$ cat src/rtl/pc_branch_sequencer.sv
// Multicycle PC sequencer: owns PC and carry flag, sequences fetch/exec/update
// and resolves every branch opcode against sign, zero and carry.
module pc_branch_sequencer #(
   parameter int unsigned     PC_W     = 32,
   parameter logic [PC_W-1:0] RESET_PC = '0,
   parameter logic [5:0]      HALT_OP  = 6'b111111
) (
   input  logic            clk,
   input  logic            rst_n,
   output logic            imem_req,
   input  logic            imem_ack,
   input  logic [5:0]      opcode,
   input  logic            rs_sign,
   input  logic            rs_zero,
   input  logic            alu_carry,
   input  logic            carry_we,
   input  logic [PC_W-1:0] br_target,
   input  logic [PC_W-1:0] reg_target,
   output logic [PC_W-1:0] pc,
   output logic            link_we,
   output logic [PC_W-1:0] link_data,
   output logic            branch_taken,
   output logic            flush,
   output logic            busy
);

   localparam int unsigned OP_W = 6;

   localparam logic [OP_W-1:0] OP_BLTZ = 6'b000111;
   localparam logic [OP_W-1:0] OP_BZ   = 6'b001000;
   localparam logic [OP_W-1:0] OP_BNZ  = 6'b001001;
   localparam logic [OP_W-1:0] OP_BR   = 6'b001010;
   localparam logic [OP_W-1:0] OP_B    = 6'b001011;
   localparam logic [OP_W-1:0] OP_BL   = 6'b001100;
   localparam logic [OP_W-1:0] OP_BCY  = 6'b001101;
   localparam logic [OP_W-1:0] OP_BNCY = 6'b001110;

   typedef enum logic [2:0] {
      S_INIT,
      S_FETCH,
      S_EXEC,
      S_UPDATE,
      S_HALT
   } state_t;

   state_t          state_q, state_d;
   logic [PC_W-1:0] pc_q;
   logic [OP_W-1:0] op_q;
   logic            carry_q;
   logic            taken_q;
   logic            imem_req_q;
   logic            busy_q;
   logic            branch_taken_q;
   logic            flush_q;
   logic            link_we_q;
   logic [PC_W-1:0] link_data_q;

   logic            cond_c;
   logic [PC_W-1:0] pc_inc_c;
   logic [PC_W-1:0] target_sel_c;
   logic [PC_W-1:0] target_c;

   // State register
   always_ff @(posedge clk or negedge rst_n) begin
      if (!rst_n) state_q <= S_INIT;
      else        state_q <= state_d;
   end

   // Next state, branch condition and redirect target
   always_comb begin
      state_d      = state_q;
      cond_c       = 1'b0;
      pc_inc_c     = pc_q + PC_W'(4);
      target_sel_c = (op_q == OP_BR) ? reg_target : br_target;
      target_c     = {target_sel_c[PC_W-1:2], 2'b00};

      case (op_q)
         OP_BLTZ:           cond_c = rs_sign;
         OP_BZ:             cond_c = rs_zero;
         OP_BNZ:            cond_c = !rs_zero;
         OP_BR, OP_B, OP_BL: cond_c = 1'b1;
         OP_BCY:            cond_c = carry_q;
         OP_BNCY:           cond_c = !carry_q;
         default:           cond_c = 1'b0;
      endcase

      case (state_q)
         S_INIT:   state_d = S_FETCH;
         S_FETCH:  if (imem_ack) state_d = S_EXEC;
         S_EXEC:   state_d = S_UPDATE;
         S_UPDATE: state_d = (op_q == HALT_OP) ? S_HALT : S_FETCH;
         S_HALT:   state_d = S_HALT;
         default:  state_d = S_INIT;
      endcase
   end

   // Datapath registers; outputs are registered from the next state so they
   // line up with the state they belong to
   always_ff @(posedge clk or negedge rst_n) begin
      if (!rst_n) begin
         pc_q           <= RESET_PC;
         op_q           <= '0;
         carry_q        <= 1'b0;
         taken_q        <= 1'b0;
         imem_req_q     <= 1'b0;
         busy_q         <= 1'b1;
         branch_taken_q <= 1'b0;
         flush_q        <= 1'b0;
         link_we_q      <= 1'b0;
         link_data_q    <= '0;
      end else begin
         if (state_q == S_FETCH && imem_ack) op_q <= opcode;
         if (state_q == S_EXEC)              taken_q <= cond_c;
         if (state_q == S_UPDATE)            pc_q <= taken_q ? target_c : pc_inc_c;
         if (state_q != S_HALT && carry_we)  carry_q <= alu_carry;

         imem_req_q     <= (state_d == S_FETCH);
         busy_q         <= (state_d != S_HALT);
         branch_taken_q <= (state_q == S_EXEC) && cond_c;
         flush_q        <= (state_q == S_EXEC) && cond_c;
         link_we_q      <= (state_q == S_EXEC) && (op_q == OP_BL);
         if (state_q == S_EXEC && op_q == OP_BL) link_data_q <= pc_inc_c;
      end
   end

   assign pc           = pc_q;
   assign imem_req     = imem_req_q;
   assign busy         = busy_q;
   assign branch_taken = branch_taken_q;
   assign flush        = flush_q;
   assign link_we      = link_we_q;
   assign link_data    = link_data_q;

endmodule

$ cat config.mk
export PLATFORM = sky130hd
export DESIGN_NAME = pc_branch_sequencer
export DESIGN_NICKNAME = d
export VERILOG_FILES = /design/src/rtl/pc_branch_sequencer.sv
export SDC_FILE = /design/constraint.sdc
export NUM_CORES = 1
export LEC_CHECK = 0
export BUFFER_PORTS_ARGS = -buffer_cell sky130_fd_sc_hd__buf_2
export CORE_MARGIN = 4
export CORE_UTILIZATION = 52
export CTS_BUF_LIST = sky130_fd_sc_hd__clkbuf_4 sky130_fd_sc_hd__clkbuf_8 sky130_fd_sc_hd__clkbuf_16
export CTS_CLUSTER_SIZE = 8
export DETAILED_ROUTE_END_ITERATION = 16
export GPL_TIMING_DRIVEN = 0
export PLACE_DENSITY = 0.91
export SLEW_MARGIN = 5
export SYNTH_ARGS = -nofsm -noshare
export SYNTH_HDL_FRONTEND = slang
export SYNTH_SLANG_ARGS = --single-unit
$ cat constraint.sdc
create_clock -name clk -period 2.8 [get_ports clk]
set_clock_uncertainty 0.1 [all_clocks]
set_input_delay 0.42 -clock clk [delete_from_list [all_inputs] [get_ports clk]]
set_output_delay 0.42 -clock clk [all_outputs]
set_load 0.005 [all_outputs]
Yosys cells after proc, flatten, opt, wreduce, memory -nomap -nowiden
Cells that the tools add are included.
{ "totals": {"regBits": 79, "out_inout_bits": 69, "wordCells": 41} }
{ "classes": {"n_addsub": 1, "mux": 6, "eq_ne": 16, "reduce_logical": 8} }
{ "ops": {"columns": ["cell", "n"], "rows": [
  ["$mux W32", 2],
  ["$eq A6 B4 Y1 const B", 7],
  ["$add A32 B3 Y32 const B", 1],
  ["$pmux W3 S5", 1],
  ["$eq A3 B1 Y1 const B", 2],
  ["$eq A3 B2 Y1 const B", 2],
  ["$eq A6 B3 Y1 const B", 1],
  ["$eq A6 B6 Y1 const B", 1],
  ["$mux W3", 2],
  ["$ne A3 B3 Y1 const B", 2],
  ["$pmux W1 S6", 1],
  ["$logic_and A1 B1 Y1", 4],
  ["$eq A3 B3 Y1 const B", 1],
  ["$logic_not A3 Y1", 1],
  ["$reduce_or A3 Y1", 1],
  ["$logic_not A1 Y1", 2]
]} }

Logic depth before layout (Yosys ltp)
{ "depth": {"ltp_word": 4, "depth_mapped": 9, "mapped_depth_nobuf": 5} }

Worst setup path after synthesis
No wires, ideal clock.
{ "synth_timing": {"kind": "reg-to-reg", "start": "reg pc_q[2] (netlist: pc[2])", "end": "reg link_data_q[30] (netlist: link_data[30])", "arrival_time_ns": 1.803, "synth_period_minus_slack_ns": 1.985, "stages_incl_launch_ff": 7, "path_slack_ns": 0.815, "required_ns": 2.618, "path_buffers": 1, "path_cell_list": "dfrtp_1 > ha_1 > and4_1 > clkbuf_2 > nand3_1 > or4_1 > a31oi_1"} }
{ "synth_via": {"elab_chain_len": 1} }
{ "synth_lines": {"columns": ["element", "line", "source"], "rows": [
  ["start, declared", "47", "logic [PC_W-1:0] pc_q;"],
  ["start signal, assigned", "114", "if (state_q == S_UPDATE) pc_q <= taken_q ? target_c : pc_inc_c;"],
  ["$add A32 B3 Y32", "73", "pc_inc_c = pc_q + PC_W'(4);"],
  ["end signal, assigned", "122", "if (state_q == S_EXEC && op_q == OP_BL) link_data_q <= pc_inc_c;"],
  ["end, declared", "56", "logic [PC_W-1:0] link_data_q;"]
]} }
Every way passes these cells.
A chain may end at the register's enable or synchronous reset.

Worst setup path in the final report
{ "layout_timing": {"start": "reg pc_q[2] (netlist: pc[2])", "end": "reg link_data_q[28] (netlist: link_data[28])"} }
Same word-level chain as after synthesis.

==> results_dict.tcl <==
set metrics [dict create \
    max_slew.worst_pin.slew_ps 797.4 \
    hpwlAfterDp_um 11680 \
    tritoncts "yes" \
    power_frac_seq 0.346 \
    synthFlopType "dfrtp_1" \
    rsz0062_at_grt "false" \
    clkTransAtPathRegs_ps 80 \
    fin_nets 742 \
    grt_max_degree 43 \
    cts.path.max_buffers 2 \
    synthCells 511 \
    path_cells "ha_1 > nand4_1 > nor3_1 > a31o_2 > a31oi_1" \
    post-cts-setup-buffers 0 \
    netlist_area_um2 4696 \
    yosysWarnings 0 \
    slew_viol_final 0 \
    critPathLaunchType "flip-flop" \
    power.share.combinational 0.482 \
    crit_arrival_ps 2690 \
    irDropWorstVdd_mv 0.5490 \
    post-route-util 0.6586 \
    p_int_mw 2.886 \
    vias_per_cell 6.443 \
    finalCritPeriodShare 0.9181 \
    slew_headroom 0.4643 \
    grt_pass1_vias 4841 \
    numCtsBuffers 9 \
    dpl_cell_area_um2 5550 \
    stdcell_area_um2 5772 \
    drt-total-wl_um 15750 \
    power.switching_mw 2.290 \
    finalCriticalPeriod_ps 2571 \
    clock-sinks 75 \
    ys_async_sr_fraction 1.000 \
    core_area_um2 8763 \
    rows 34 \
    detailroute.via_count 5006 \
    ys_types 68 \
    max_cap_violations 0 \
    hold_violations 0 \
    antenna_cells 0 \
    swShare 0.4425 \
    setup_ws_ps 229.2 \
    die_h_um 103.0 \
    critical-path-slowest-cell "nor3_1" \
    cts_resized 0 \
    track_usage 0.2969 \
    cp-end-kind "flip-flop" \
    postRouteAntennaNets 0 \
    status "finished clean" \
    setup_viol 0 \
    clkLatencyLatePin_ps 350 \
    cp_max_fo 8 \
    holdWs_ps 202.3 \
    grt_pass1_wl_um 24380 \
    syn_avg_cell_area_um2 9.189 \
    cts_root_buf "clkbuf_8" \
    numPortBuffers 137 \
    die_w_um 103.0 \
    place.gp.congestion 0.9434 \
    pin_count 146 \
    critical_path_class "flip-flop to flip-flop" \
    drive_gt1_frac 0.3184 \
    drt_iter0_markers 548 \
    place_ws_ps 350.0 \
    tns_ps 0 \
    path_delay_family "simple AND/OR/NAND/NOR gates" \
    htree_num_levels 3 \
    drt-pass1-iter-count 7 \
    die_area_um2 10610 \
    synth_edf_count 0 \
    cellLeakagePower_nw 2.576 \
    fmax_mhz 389.0 \
    wl_per_cell_um 20.27 \
    powerDensity_nw_per_um2 896.7 \
    area_growth_pct 22.92 \
    ys_ff_latch 75 \
    cpPeakStageDelay_ps 770 \
    ys_seq_area_frac 0.3999 \
    grt_antenna_before_repair 0 \
    cp.required_ps 2920 \
    route.detailed.drc 0 \
    initial_core_util 0.5358 \
    hold_class "input pin to flip-flop" \
    crit_buf_inv 0 \
    clkPwrFrac 0.172 \
    grt-ovfl-total 0 \
]
synth_stat cells, types with 3 or more instances:
master	number	area, um2
and2_1	5	31.28
xnor2_1	11	96.34
o211ai_1	19	142.6
buf_4	7	52.55
nor3_1	30	150.1
and4_1	6	52.55
a31o_2	3	26.28
clkbuf_2	3	15.01
nand3_1	19	95.09
nor2_1	20	75.07
or3_1	12	75.07
nand4b_1	3	26.28
a21oi_1	10	50.05
a31oi_1	10	62.56
buf_2	18	90.09
clkbuf_1	16	60.06
o211ai_2	5	62.56
o221ai_1	6	52.55
xor2_1	3	26.28
a211o_1	4	35.03
nand4_1	16	100.1
dfrtp_1	74	1852
mux2i_1	22	220.2
nand2_1	51	191.4
nor4_1	11	68.82
mux2_2	10	112.6
o21ai_0	33	165.2
o311ai_0	4	35.03
inv_1	12	45.04
o31ai_1	3	22.52
a32oi_1	12	105.1
or4_1	6	45.04
state kept, by name (all words and copies together) (netlist names):
register   count
busy           1
state_q        3
pc            30
carry_q        1
taken_q        1
link_we        1
op_q           6
link_data     30
flush          1
imem_req       1
logic make-up after synthesis:
group	count (synthesis)	share of synthesized area
xor+xnor	14	0.02611
mux	32	0.07088
buf+inv	61	0.06661
flops	75	0.3999
simple gates	202	0.2430
other cells	1	0.0007986
compound gates	125	0.1900
fa+ha+maj	1	0.002664
layout make-up:
type | count | area (um2)
flip-flops and latches | 75 | 1878
inverters | 13 | 53.80
clock inverters | 5 | 60.06
well taps | 108 | 135.1
repair buffers | 139 | 718.2
multi-input cells | 378 | 2516
fillers | 736 | 2992
plain buffers | 48 | 259.0
clock buffers | 11 | 151.4
metrics by stage:
stage,power [mW],cells
2_1_floorplan,3.310,514
3_3_place_gp,4.123,759
3_5_place_dp,4.234,760
4_1_cts,5.119,777
5_1_grt,5.483,777
6_report,5.176,777
layer usage:
metal,share of wire,track usage
met5,0,0
met3,0.094,0.04736
met4,0.034,0.1106
met2,0.48,0.4953
met1,0.39,0.3893
power by group through the flow:
stage | Combinational (mW) | Clock (mW) | Sequential (mW)
floorplan | 1.56 | 0 | 1.75
global placement | 2.35 | 0 | 1.77
detailed placement | 2.43 | 0 | 1.80
CTS | 2.44 | 0.899 | 1.78
global route | 2.71 | 0.945 | 1.83
finish | 2.49 | 0.891 | 1.79
placed cells by master (no fill, tap or decap), drive strengths merged, types with 3 or more instances in the layout:
cell,n
mux2i,22
o21ai,35
inv,13
clkbuf,30
nand4b,3
xor2,3
and2,5
conb,4
o31ai,3
buf,167
nor4,13
a21oi,10
o221ai,6
nor3,31
nor2,21
nand3,19
a32oi,12
a211o,4
mux2,10
or3,12
xnor2,11
nand2,51
clkinv,3
a31o,3
nand4,18
o311ai,5
a31oi,10
or4,6
dfrtp,74
o211ai,24
and4,6
repair_timing:
action / in CTS / in global routing
endpoints found under the setup margin: 0 / 0
endpoints found under the hold margin: 32 / 0
hold buffers: 1 / 0
final timing paths:
path                                           start                         to  slack, ps  cells past startpoint
max                                pc[2]$_DFFE_PN0N_  link_data[28]$_DFFE_PN0P_        230                      5
min                                        opcode[1]        op_q[1]$_DFFE_PN0P_        200                      2
max reg2reg                        pc[2]$_DFFE_PN0N_  link_data[28]$_DFFE_PN0P_        230                      5
min reg2reg                link_data[12]$_DFFE_PN0P_  link_data[12]$_DFFE_PN0P_        380                      2
max in group asynchronous                      rst_n  link_data[13]$_DFFE_PN0P_       1570                      3
min in group asynchronous                      rst_n  link_data[25]$_DFFE_PN0P_        460                      2
Note: power is estimated with default switching activity, not from simulation.
